[src/rtl/intersection_phase_scheduler.sv]
// Two-road intersection sequencer with a pedestrian walk phase. Greens extend while the
// opposite road is idle, roads alternate fairly, and a pending walk request pre-empts the next green.
module intersection_phase_scheduler #(
  parameter int unsigned CW        = 6,
  parameter int unsigned GREEN_MIN = 10,
  parameter int unsigned GREEN_MAX = 30,
  parameter int unsigned YELLOW_T  = 5,
  parameter int unsigned ALLRED_T  = 2,
  parameter int unsigned WALK_T    = 8
) (
  input  logic          clk,
  input  logic          rst_n,
  input  logic          enable,
  input  logic          req_ns,
  input  logic          req_ew,
  input  logic          ped_req,
  output logic [2:0]    ns_light,
  output logic [2:0]    ew_light,
  output logic          walk,
  output logic [2:0]    phase,
  output logic [CW-1:0] timer
);

  typedef enum logic [2:0] {
    S_IDLE  = 3'd0,
    S_NS_G  = 3'd1,
    S_NS_Y  = 3'd2,
    S_ALL_R = 3'd3,
    S_EW_G  = 3'd4,
    S_EW_Y  = 3'd5,
    S_PED   = 3'd6
  } state_e;

  typedef enum logic {
    ROAD_NS = 1'b0,
    ROAD_EW = 1'b1
  } road_e;

  localparam logic [2:0] LAMP_G = 3'b001;
  localparam logic [2:0] LAMP_Y = 3'b010;
  localparam logic [2:0] LAMP_R = 3'b100;

  // Last-cycle timer values for each timed state.
  localparam logic [CW-1:0] T_GMIN = CW'(GREEN_MIN - 1);
  localparam logic [CW-1:0] T_GMAX = CW'(GREEN_MAX - 1);
  localparam logic [CW-1:0] T_Y    = CW'(YELLOW_T - 1);
  localparam logic [CW-1:0] T_AR   = CW'(ALLRED_T - 1);
  localparam logic [CW-1:0] T_W    = CW'(WALK_T - 1);

  state_e        state_q, state_d;
  road_e         last_q, last_d;
  logic          ped_pend_q, ped_pend_d;
  logic [CW-1:0] timer_q, timer_d;
  logic [2:0]    ns_light_q, ns_light_d;
  logic [2:0]    ew_light_q, ew_light_d;
  logic          walk_q, walk_d;
  logic          hold_timer;
  logic          ns_other, ew_other;

  assign ns_other = req_ew | ped_pend_q;
  assign ew_other = req_ns | ped_pend_q;

  always_ff @(posedge clk or negedge rst_n) begin
    if (!rst_n) begin
      state_q    <= S_IDLE;
      last_q     <= ROAD_EW;
      ped_pend_q <= 1'b0;
      timer_q    <= '0;
      ns_light_q <= LAMP_R;
      ew_light_q <= LAMP_R;
      walk_q     <= 1'b0;
    end else begin
      state_q    <= state_d;
      last_q     <= last_d;
      ped_pend_q <= ped_pend_d;
      timer_q    <= timer_d;
      ns_light_q <= ns_light_d;
      ew_light_q <= ew_light_d;
      walk_q     <= walk_d;
    end
  end

  // Next-state, timer and walk-request bookkeeping.
  always_comb begin
    state_d    = state_q;
    last_d     = last_q;
    hold_timer = 1'b0;

    case (state_q)
      S_IDLE: begin
        if (enable) state_d = S_ALL_R;
      end
      S_NS_G: begin
        if (!enable)                          state_d = S_NS_Y;
        else if (ns_other && timer_q >= T_GMIN) state_d = S_NS_Y;
        else if (timer_q >= T_GMAX)             hold_timer = 1'b1;
      end
      S_EW_G: begin
        if (!enable)                          state_d = S_EW_Y;
        else if (ew_other && timer_q >= T_GMIN) state_d = S_EW_Y;
        else if (timer_q >= T_GMAX)             hold_timer = 1'b1;
      end
      S_NS_Y: begin
        if (timer_q == T_Y) begin
          state_d = S_ALL_R;
          last_d  = ROAD_NS;
        end
      end
      S_EW_Y: begin
        if (timer_q == T_Y) begin
          state_d = S_ALL_R;
          last_d  = ROAD_EW;
        end
      end
      S_ALL_R: begin
        if (timer_q == T_AR) begin
          if (!enable)                state_d = S_IDLE;
          else if (ped_pend_q)        state_d = S_PED;
          else if (last_q == ROAD_EW) state_d = S_NS_G;
          else                        state_d = S_EW_G;
        end
      end
      S_PED: begin
        if (timer_q == T_W) state_d = S_ALL_R;
      end
      default: state_d = S_IDLE;
    endcase

    if (state_d != state_q) timer_d = '0;
    else if (hold_timer)    timer_d = timer_q;
    else                    timer_d = timer_q + CW'(1);

    // Entering the walk consumes the request, even if the button is still held.
    if (state_d == S_PED && state_q != S_PED) ped_pend_d = 1'b0;
    else if (ped_req && state_q != S_PED)     ped_pend_d = 1'b1;
    else                                      ped_pend_d = ped_pend_q;
  end

  // Lamp codes registered from the next state so they always track state_q.
  always_comb begin
    ns_light_d = LAMP_R;
    ew_light_d = LAMP_R;
    walk_d     = 1'b0;
    case (state_d)
      S_NS_G:  ns_light_d = LAMP_G;
      S_NS_Y:  ns_light_d = LAMP_Y;
      S_EW_G:  ew_light_d = LAMP_G;
      S_EW_Y:  ew_light_d = LAMP_Y;
      S_PED:   walk_d     = 1'b1;
      default: ;
    endcase
  end

  assign ns_light = ns_light_q;
  assign ew_light = ew_light_q;
  assign walk     = walk_q;
  assign phase    = state_q;
  assign timer    = timer_q;

endmodule
[config.mk]
export PLATFORM = sky130hd
export DESIGN_NAME = intersection_phase_scheduler
export DESIGN_NICKNAME = d
export VERILOG_FILES = /design/src/rtl/intersection_phase_scheduler.sv
export SDC_FILE = /design/constraint.sdc
export NUM_CORES = 1
export LEC_CHECK = 0
export CORE_MARGIN = 2
export CORE_UTILIZATION = 45
export DETAILED_ROUTE_END_ITERATION = 7
export PLACE_DENSITY = 0.79
export SYNTH_ARGS = -nofsm -noshare
export SYNTH_HDL_FRONTEND = slang
export SYNTH_SLANG_ARGS = --single-unit
[constraint.sdc]
create_clock -name clk -period 5.1 [get_ports clk]
set_clock_uncertainty 0.1 [all_clocks]
set_input_delay 0.51 -clock clk [delete_from_list [all_inputs] [get_ports clk]]
set_output_delay 0.51 -clock clk [all_outputs]
set_load 0.02 [all_outputs]
* After elaboration in Yosys (flattened, before gate mapping)
Cells that the tools add are included.
** Operators by class
- Equal/unequal tests :: 19
- Add/subtract/negate cells :: 1
- Reductions and logical operators :: 9
- Muxes and demuxes :: 28
- Bitwise logic cells :: 2
- Magnitude comparators :: 2
** Operator list (number)
- $mux 3 :: 11
- $eq 3x3->1 const B :: 6
- $pmux 3 s6 :: 1
- $eq 6x3->1 const B :: 2
- $mux 6 :: 2
- $pmux 3 s2 :: 2
- $mux 1 :: 10
- $eq 3x2->1 const B :: 3
- $add 6x1->6 const B :: 1
- $eq 3x1->1 const B :: 2
- $eq 6x1->1 const B :: 1
- $ge 6x4->1 const B :: 1
- $ge 6x5->1 const B :: 1
- $logic_and 1x1->1 :: 4
- $ne 2x2->1 const B :: 2
- $pmux 1 s2 :: 2
- $reduce_bool 2->1 :: 2
- $logic_not 3->1 :: 1
- $ne 3x3->1 :: 1
- $ne 3x3->1 const B :: 1
- $reduce_and 3->1 :: 1
- $ne 2x1->1 const B :: 1
- $or 1x1->1 :: 2
- $reduce_or 2->1 :: 1
** Word-level totals
- Input bits :: 6
- Register bits :: 18
- Output and inout bits :: 16

* Logic depth before layout (Yosys ltp)
Gate-level depths: netlist (run 1).
- Depth after elaboration :: 8
- Mapped depth :: 9
- Depth with buffers taken out :: 9

* Worst setup path before layout (run 1)
Ideal clock, no wire load.
- Path kind :: flip-flop to flip-flop
- Start :: register timer_q[0] (netlist: timer[0])
- End :: register timer_q[5] (netlist: timer[5])
- Path buffers :: 0
- Setup slack :: 2.590 ns
- Cell stages (with the launch flop) :: 9
- Arrival time :: 2.324 ns
- Period minus slack after synthesis :: 2.510 ns
- Data required time :: 4.913 ns
- Cells stage by stage :: dfrtp_1 > inv_1 > ha_1 > and2b_1 > or4b_4 > a221oi_4 > or3_1 > o21ai_0 > a211oi_2
** On the way
- Cells in the longest elaborated chain, start to end :: 7
- Elaborated cells on any way between the ends :: 26
** Ends and longest elaborated chain
- start, declared :: line 53 : logic [CW-1:0] timer_q, timer_d;
- start signal, assigned :: line 76 : timer_q <= timer_d;
- $ge 6x4->1 :: line 95, 100
- $logic_and 1x1->1, on equally long branches :: line 100, 95
- $mux 3, on equally long branches :: line 100, 95
- $mux 3, on equally long branches :: line 99, 94
- $pmux 3 s6 :: line 89 : case (state_q)
- $ne 3x3->1 :: line 129 : if (state_d != state_q) timer_d = '0;
- $ne 2x1->1 (no source line) or $mux 6 (tied branches)
Parallel ways exist; a longest one is shown, timed or not. The select of a mux whose other input is x is not followed.
A chain may end at the register's enable or synchronous reset.

* Final worst setup path (run 1)
Same ends and word-level chain as after synthesis.

==> results.yml, run 1 <==
outcome:
  status: "finished, final reports clean"
sta:
  slew_violations: 0
  maxSlewHeadroom: 0.4894
  fin_ws_ns: 2.498
  fmax_mhz: 384.3
  timing.final.crit_share: 0.5102
  worst_pin_slew_ns: 0.7636
  setup-violations-final: 0
  tns_ns: 0
  grt_setup_unrepaired: "false"
  post-route-min-period_ns: 2.602
  whs_ns: 0.4266
  final_hold_viol_count: 0
die:
  start_util: 0.4691
  chipWidth_um: 54.36
  num_io_pins: 22
  design.die.area_um2: 2954
  core_area_um2: 2432
  fp.dieH_um: 54.36
  num_rows: 18
route:
  postRouteWirelength_um: 2583
  dr.pass1.iters: 4
  detailedRoute.firstIterationViolations: 23
  route.detailed.wl_per_inst_um: 15.56
  route.vias.total: 973
  ant_nets: 0
  route.detailed.drc: 0
  vias_per_cell: 5.861
place:
  gp_routability_congestion: 0.8426
  dp_hpwl_um: 1929
  count_of_input_and_output_buffers: 21
  placed_cells_incl_taps: 162
  placement.cell_area_um2: 1361
  pre_cts_ws_ns: 2.394
synthesis:
  ys.flop_type: "dfrtp_1"
  async_reset_ff_frac: 1.000
  ys_ff_latch: 18
  number_of_flops_mapped_to_enable_cells_by_yosys: 0
  postSynthNetCount: 125
  seq_area_frac_synth: 0.3980
  yosys.cell_types.count: 46
  synth_warnings: 0
  syn_area_per_cell_um2: 9.923
  post_synth_inst_count: 115
  syn-cell-area_um2: 1141
critical_path:
  required_ns: 5.21
  reg2reg_from: "timer[0]"
  worst_setup_slack_for_register_to_register_paths_ns: 2.50
  rr_endpoint: "timer[5]"
  critical_path.cell_chain: "inv_1, ha_1, and2b_1, or4b_4, a221oi_4, or3_1, o21ai_0, a211oi_2"
  setup.worst_path.end: "timer[5]"
  crit_fanout: 6
  cpMaxStageDelayCell: "or4b_4"
  end_kind: "register"
  cp-startpoint: "timer[0]"
  critical-path-max-stage-delay_ns: 0.54
  worst_setup_path_start_kind: "register"
  worstPathBufferInverterCount: 1
  crit_path_arrival_time_ns: 2.72
  path_delay_family: "simple AND/OR/NAND/NOR gates"
  ff2ff_path_depth: 8
  critPathKind: "register to register"
  cp.depth: 8
clocking:
  cts_max_level: 1
  cts_setup_buffers: 0
  max-clock-path-buffers: 2
  clk_transition_reported_paths_ns: 0.10
  worstSkewPairLatency_ns: 0.29
  postCtsResizedCells: 0
  tritoncts: "built"
  hold_buffers: 0
  cts_buffers: 3
  tritoncts_num_sinks: 18
  clock_tree.root_cell: "clkbuf_4"
global_route:
  grt_pass1_vias: 941
  grt_antenna_before_repair: 0
  globalRoute.totalOverflow: 0
  grt_start_max_net_pins: 19
  first_pass_grt_wire_length_um: 4291
  grt_use_total: 0.1984
layout:
  finalInstanceArea_um2: 1398
  final_core_utilization: 0.5746
  layout.cells.most_common: "clkdlybuf4s50_1"
  net_count_reported_at_finish: 147
  fillerInstances: 216
  antenna-diode-count: 0
  finalNonFillerCells: 166
  area.growth.synth_to_final_pct: 22.48
  fraction_of_final_layout_cells_with_drive_strength_greater_than_1: 0.1029
  most-common-layout-cells: "21 x clkdlybuf4s50_1, 15 x dfrtp_1, 10 x nor3_1, 8 x nor2_1"
pwr:
  total_chip_power_mw: 0.7420
  pwr-share-comb: 0.541
  share_seq_of_total_power: 0.342
  clock_power_share: 0.117
  max-vdd-ir-drop_v: 0.0003454
  p_int_mw: 0.4032
  power.density_nw_per_um2: 530.9
  switching_power_mw: 0.3387
  power.switching_fraction: 0.4565
  power_leakage_nw: 0.5912
min_path:
  min-delay-path-class: "register to register"
run:
  max_cap_violations: 0
==> sequential cells by signal, indices dropped and copies added, names as in the netlist <==
register,cells
timer,6
phase,3
ped_pend_q,1
ns_light,3
last_q,1
ew_light,3
walk,1
==> worst min-delay path by stage <==
stage               slack [ns]     endpoint    from  depth (start not counted)
floorplan                 0.11  ew_light[0]   rst_n                          0
finish                    0.43       last_q  last_q                          2
global placement          0.40       last_q  last_q                          2
global route              0.45       last_q  last_q                          2
CTS                       0.43       last_q  last_q                          2
detailed placement        0.41       last_q  last_q                          2
==> cell usage after synthesis (2+ instances only) <==
| master | count | area, um2 |
|---|---|---|
| dfrtp_1 | 15 | 375.4 |
| dfstp_2 | 3 | 78.83 |
| nor3_1 | 10 | 50.05 |
| or3_1 | 2 | 12.51 |
| xnor2_1 | 5 | 43.79 |
| nor2_1 | 8 | 30.03 |
| ha_1 | 4 | 50.05 |
| nor3b_1 | 2 | 15.01 |
| o31ai_1 | 3 | 22.52 |
| nand2_1 | 6 | 22.52 |
| nand2b_1 | 3 | 18.77 |
| a21oi_1 | 4 | 20.02 |
| nor2b_1 | 4 | 25.02 |
| clkbuf_1 | 2 | 7.510 |
| nand4b_1 | 2 | 17.52 |
| nand3_1 | 3 | 15.01 |
| inv_1 | 6 | 22.52 |
| nand3b_1 | 2 | 15.01 |
| o21ai_0 | 4 | 20.02 |
==> cells by family (layout without fill, tap and decap cells) <==
group	Yosys count	after routing	share of synthesized area
adders and majority gates	4	4	0.04386
and+or+nand+nor	48	48	0.2456
xor gates and xnor gates	6	6	0.04605
muxes	2	2	0.01864
DFF	18	18	0.3980
buffers and inverters	10	31	0.04386
AOI/OAI and AO/OA	27	27	0.2040
==> tightest hold or removal path: cells and delay by family (launching register included) <==
kind            cells  cell delay [ns]
flops               1             0.40
compound gates      2             0.13
==> final cells by class <==
| cell class | instances | area, um2 | area share |
|---|---|---|---|
| Clock buffer | 4 | 36.28 | 0.02596 |
| Inverter | 6 | 22.52 | 0.01611 |
| Multi-Input combinational cell | 87 | 636.9 | 0.4557 |
| Sequential cell | 18 | 454.2 | 0.3250 |
| Tap cell | 30 | 37.54 | 0.02686 |
| Timing Repair Buffer | 21 | 210.2 | 0.1504 |
==> power by group through the flow <==
stage                     registers, mW  logic [mW]  clock network [mW]
final                             0.254       0.402              0.0865
after global placement            0.251       0.392                   0
after detailed placement          0.255       0.401                   0
after floorplan                   0.263       0.261                   0
after global routing              0.262       0.447              0.0902
after CTS                         0.252       0.403              0.0884
==> metal layers <==
metal	up-vias	track usage	part of all wire	routed length, um
li1	463	-	-	-
met1	484	0.2710	0.44	1128
met2	24	0.3333	0.52	1338
met3	2	0.02459	0.041	105
met4	0	0.05000	0.0043	11
met5	-	0	0	0
(Power assumes the default switching activity.)
==> run 2: changes to the inputs <==
--- a/config.mk
+++ b/config.mk
@@ -8,7 +8,7 @@
 export CORE_MARGIN = 2
 export CORE_UTILIZATION = 45
 export DETAILED_ROUTE_END_ITERATION = 7
-export PLACE_DENSITY = 0.79
+export PLACE_DENSITY = 0.82
 export SYNTH_ARGS = -nofsm -noshare
 export SYNTH_HDL_FRONTEND = slang
 export SYNTH_SLANG_ARGS = --single-unit
==> constraint.sdc (replaced) <==
create_clock -name clk -period 2.1 [get_ports clk]
set_clock_uncertainty 0.1 [all_clocks]
set_input_delay 0.21 -clock clk [delete_from_list [all_inputs] [get_ports clk]]
set_output_delay 0.21 -clock clk [all_outputs]
set_load 0.02 [all_outputs]
==> results.yml, run 2 (synthesized netlist as in run 1, its figures left out) <==
pwr:
  power_leakage_nw: 0.7900
  max-vdd-ir-drop_v: 0.0007612
  power.density_nw_per_um2: 1285
outcome:
  status: "complete, but fails checks"
  failed_checks: "setup timing"
route:
  ant_nets: 0
  postRouteWirelength_um: 3352
  vias_per_cell: 5.537
  route.detailed.drc: 0
  detailedRoute.firstIterationViolations: 36
  route.vias.total: 1135
  dr.pass1.iters: 4
  route.detailed.wl_per_inst_um: 16.35
layout:
  most-common-layout-cells: "38 x buf_4, 21 x clkdlybuf4s50_1, 13 x dfrtp_1, 9 x nor3_1, 8 x nor2_1"
  area.growth.synth_to_final_pct: 54.17
  finalNonFillerCells: 205
  largest_register_ffs: 6
  layout.area.seq_um2: 456.7
  net_count_reported_at_finish: 186
  multi_input_comb_area_um2: 699.4
  layout.cells.most_common: "buf_4"
  final_core_utilization: 0.7233
  fraction_of_final_layout_cells_with_drive_strength_greater_than_1: 0.3829
  fillerInstances: 174
  antenna-diode-count: 0
sta:
  maxSlewHeadroom: 0.6020
  final_hold_viol_count: 0
  post-route-min-period_ns: 2.514
  slew_violations: 0
  setup-violations-final: 14
  fin_ws_ns: -0.4136
  worst_pin_slew_ns: 0.5930
  fmax_mhz: 397.8
  timing.final.crit_share: 1.197
  grt_setup_unrepaired: "true"
clocking:
  clock_tree.root_cell: "clkbuf_4"
  worstSkewPairLatency_ns: 0.30
  max-clock-path-buffers: 2
  clk_transition_reported_paths_ns: 0.10
  cts_buffers: 3
  tritoncts: "built"
  cts_max_level: 1
  tritoncts_num_sinks: 18
global_route:
  grt_antenna_before_repair: 0
  grt_use_total: 0.2455
  grt_pass1_vias: 1142
  globalRoute.totalOverflow: 0
  grt_start_max_net_pins: 19
  first_pass_grt_wire_length_um: 5119
die:
  start_util: 0.4691
  num_rows: 18
  chipWidth_um: 54.36
  core_area_um2: 2432
  fp.dieH_um: 54.36
  num_io_pins: 22
  design.die.area_um2: 2954
critical_path:
  crit_path_arrival_time_ns: 2.64
  end_kind: "register"
  setup.worst_path.end: "timer[5]"
  critPathKind: "register to register"
  rr_endpoint: "timer[5]"
  cp-startpoint: "timer[1]"
  worst_setup_path_start_kind: "register"
  reg2reg_from: "timer[1]"
  ff2ff_path_depth: 9
  required_ns: 2.22
  worst_setup_slack_for_register_to_register_paths_ns: -0.41
  crit_fanout: 3
place:
  count_of_input_and_output_buffers: 21
  gp_routability_congestion: 0.8952
  dp_hpwl_um: 2410
  placed_cells_incl_taps: 197
min_path:
  min-delay-path-class: "input port to async pin"
run:
  max_cap_violations: 0
run 2: cell types whose count changed in the layout (fill, tap and decap cells not counted), moves of 2 or more:
cell	delta
dfrtp_2	+2
ha_1	-2
dfrtp_1	-2
inv_2	+2
buf_4	+38
inv_1	-2
run 2: per-layer routing:
| metal | part of all wire | GRT usage | vias up |
|---|---|---|---|
| met5 | 0 | 0 | - |
| met4 | 0.011 | 0.07083 | 0 |
| met3 | 0.032 | 0.02186 | 4 |
| met2 | 0.53 | 0.4659 | 25 |
| met1 | 0.42 | 0.2899 | 563 |
| li1 | - | - | 543 |
run 2: layout make-up:
cell class,instances,area share
Multi-Input combinational cell,87,0.3976
Inverter,6,0.01280
Clock buffer,4,0.02063
Tap cell,30,0.02134
Timing Repair Buffer,60,0.2881
Sequential cell,18,0.2596
run 2: what timing repair did:
item                                    4_1_cts  5_1_grt
hold buffers                                  0        0
endpoints found under the setup margin       16       16
pin swaps                                     3        1
resized for setup                             9        3
buffers inserted                              4        0
run 2: metrics by stage:
| step | power, mW | hold WS [ns] | setup TNS, ns | cell area [um2] | setup slack (ns) |
|---|---|---|---|---|---|
| floorplan | 1.295 | -0.1856 | -1.213 | 1159 | -0.2760 |
| global placement | 1.878 | 0.3977 | -1.863 | 1642 | -0.2110 |
| detailed placement | 1.933 | 0.4226 | -2.880 | 1642 | -0.3406 |
| CTS | 2.202 | 0.1405 | -2.360 | 1737 | -0.4107 |
| global route | 2.400 | 0.1393 | -4.107 | 1759 | -0.5080 |
| finish | 2.260 | 0.1235 | -2.595 | 1759 | -0.4136 |
run 2: how the worst min path moves through the flow:
stage / start / to / slack [ns]
final: rst_n / phase[0] / 0.12
after global routing: rst_n / timer[5] / 0.14
after CTS: rst_n / timer[5] / 0.14
after detailed placement: last_q / last_q / 0.42
after global placement: last_q / last_q / 0.40
after floorplan: rst_n / ew_light[0] / -0.19
run 2: critical path, cell delays in order (launching register included):
cell	delay, ns
dfrtp_2	0.43
inv_2	0.09
ha_4	0.13
and2b_2	0.23
a2111oi_4	0.38
a221oi_4	0.07
buf_6	0.14
or3_1	0.31
or3_1	0.32
a211oi_2	0.22
run 2: report_power, final:
group	switching [mW]	total, mW	internal [mW]
sequential	0.0874	0.542	0.455
clock	0.113	0.219	0.106
combinational	0.779	1.50	0.720
total	0.980	2.26	1.28
==> run 3: changes to the inputs <==
--- a/config.mk
+++ b/config.mk
@@ -6,9 +6,9 @@
 export NUM_CORES = 1
 export LEC_CHECK = 0
 export CORE_MARGIN = 2
-export CORE_UTILIZATION = 45
+export CORE_UTILIZATION = 46
 export DETAILED_ROUTE_END_ITERATION = 7
-export PLACE_DENSITY = 0.82
+export PLACE_DENSITY = 0.83
 export SYNTH_ARGS = -nofsm -noshare
 export SYNTH_HDL_FRONTEND = slang
 export SYNTH_SLANG_ARGS = --single-unit
==> results.yml, run 3 (synthesized netlist as in run 1, its figures left out) <==
outcome:
  status: "complete, but fails checks"
  failed_checks: "setup timing"
sta:
  timing.final.crit_share: 1.252
  whs_ns: 0.1294
  setup-violations-final: 14
  tns_ns: -3.070
  post-route-min-period_ns: 2.629
  slew_violations: 0
  grt_setup_unrepaired: "true"
  worst_pin_slew_ns: 0.4394
  maxSlewHeadroom: 0.7053
  fmax_mhz: 380.4
  fin_ws_ns: -0.5291
  final_hold_viol_count: 0
clocking:
  tritoncts_num_sinks: 18
  worstSkewPairLatency_ns: 0.31
  cts_max_level: 1
  clk_transition_reported_paths_ns: 0.11
  tritoncts: "built"
  clock_tree.root_cell: "clkbuf_4"
  max-clock-path-buffers: 2
  cts_buffers: 3
pwr:
  power.switching_fraction: 0.4610
  pwr-share-comb: 0.712
  share_seq_of_total_power: 0.215
  switching_power_mw: 1.171
  clock_power_share: 0.072
  max-vdd-ir-drop_v: 0.001067
  total_chip_power_mw: 2.540
  power.density_nw_per_um2: 1351
  power_leakage_nw: 0.8034
  p_int_mw: 1.369
place:
  pre_cts_ws_ns: -0.2946
  placed_cells_incl_taps: 197
  gp_routability_congestion: 0.8457
  count_of_input_and_output_buffers: 21
  dp_hpwl_um: 2568
  placement.cell_area_um2: 1642
die:
  start_util: 0.4735
  core_area_um2: 2410
  design.die.area_um2: 2895
  chipWidth_um: 53.81
  fp.dieH_um: 53.81
  num_io_pins: 22
  num_rows: 18
critical_path:
  worstPathBufferInverterCount: 1
  cpMaxStageDelayCell: "dfrtp_2"
  end_kind: "register"
  crit_fanout: 5
  path_delay_family: "simple AND/OR/NAND/NOR gates"
  setup.worst_path.end: "timer[5]"
  required_ns: 2.22
  critPathKind: "register to register"
  worst_setup_path_start_kind: "register"
  rr_endpoint: "timer[5]"
  cp.depth: 8
  critical-path-max-stage-delay_ns: 0.44
  ff2ff_path_depth: 8
  critical_path.cell_chain: "inv_4, ha_4, and2b_2, a2111oi_4, a221oi_4, or3_1, or3_1, a211oi_2"
  cp-startpoint: "timer[1]"
  worst_setup_slack_for_register_to_register_paths_ns: -0.53
  reg2reg_from: "timer[1]"
  crit_top_cell: "or3_1"
  crit_path_arrival_time_ns: 2.75
layout:
  most-common-layout-cells: "34 x buf_4, 21 x clkdlybuf4s50_1, 11 x dfrtp_1, 7 x nor2_1"
  layout.cells.most_common: "buf_4"
  net_count_reported_at_finish: 186
  area.growth.synth_to_final_pct: 64.80
  fraction_of_final_layout_cells_with_drive_strength_greater_than_1: 0.4914
  antenna-diode-count: 0
  final_core_utilization: 0.7804
  finalNonFillerCells: 205
  finalInstanceArea_um2: 1881
  largest_register_ffs: 6
route:
  detailedRoute.firstIterationViolations: 46
  vias_per_cell: 6.146
  route.vias.total: 1260
  ant_nets: 0
  route.detailed.drc: 0
  route.detailed.wl_per_inst_um: 20.69
  dr.pass1.iters: 4
  postRouteWirelength_um: 4241
global_route:
  grt_pass1_vias: 1166
  globalRoute.totalOverflow: 0
  first_pass_grt_wire_length_um: 5333
  grt_use_total: 0.2674
  grt_antenna_before_repair: 0
  grt_start_max_net_pins: 19
run:
  max_cap_violations: 0
min_path:
  min-delay-path-class: "input port to async pin"
[run 3: cell counts in the layout (fill, tap and decap cells not counted)]
No cell type changed its count.
[run 3: cell type report]
type	instances	area, um2
well taps	30	37.54
flip-flops and latches	18	459.2
clock buffers	4	26.28
inverters	6	25.02
fillers	126	529.3
repair buffers	60	521.8
multi-input cells	87	810.8
[run 3: worst register-to-register path: stages, from the launching register on]
cell	delay [ns]
dfrtp_2	0.44
inv_4	0.10
ha_4	0.14
and2b_2	0.24
a2111oi_4	0.42
a221oi_4	0.08
or3_1	0.37
or3_1	0.37
a211oi_2	0.27
[run 3: per-layer routing]
layer,wire (um),GRT usage,up-vias,part of all wire
li1,-,-,541,-
met1,1524,0.3050,592,0.36
met2,2067,0.4654,95,0.49
met3,388,0.04444,32,0.091
met4,259,0.1581,0,0.061
met5,0,0,-,0
[run 3: power groups by stage]
stage	clock [mW]	combinational (mW)	sequential, mW
2_1_floorplan	0	0.644	0.651
3_3_place_gp	0	1.35	0.530
3_5_place_dp	0	1.42	0.534
4_1_cts	0.186	1.47	0.532
5_1_grt	0.200	1.90	0.555
6_report	0.184	1.81	0.547
[run 3: timing repair]
action / 4_1_cts / 5_1_grt
setup endpoints to repair: 17 / 17
endpoints found under the hold margin: 0 / 0
hold buffers: 0 / 0
pin swaps: 1 / 11
gates resized for setup: 9 / 34
setup buffers: 0 / 4
[run 3: worst min-delay path by stage]
stage | from | end | slack [ns] | cells after the start
global route | rst_n | timer[3] | 0.14 | 2
detailed placement | rst_n | ped_pend_q | 0.46 | 2
CTS | rst_n | timer[3] | 0.13 | 2
floorplan | rst_n | ew_light[0] | -0.19 | 0
global placement | last_q | last_q | 0.40 | 2
finish | rst_n | timer[3] | 0.13 | 2
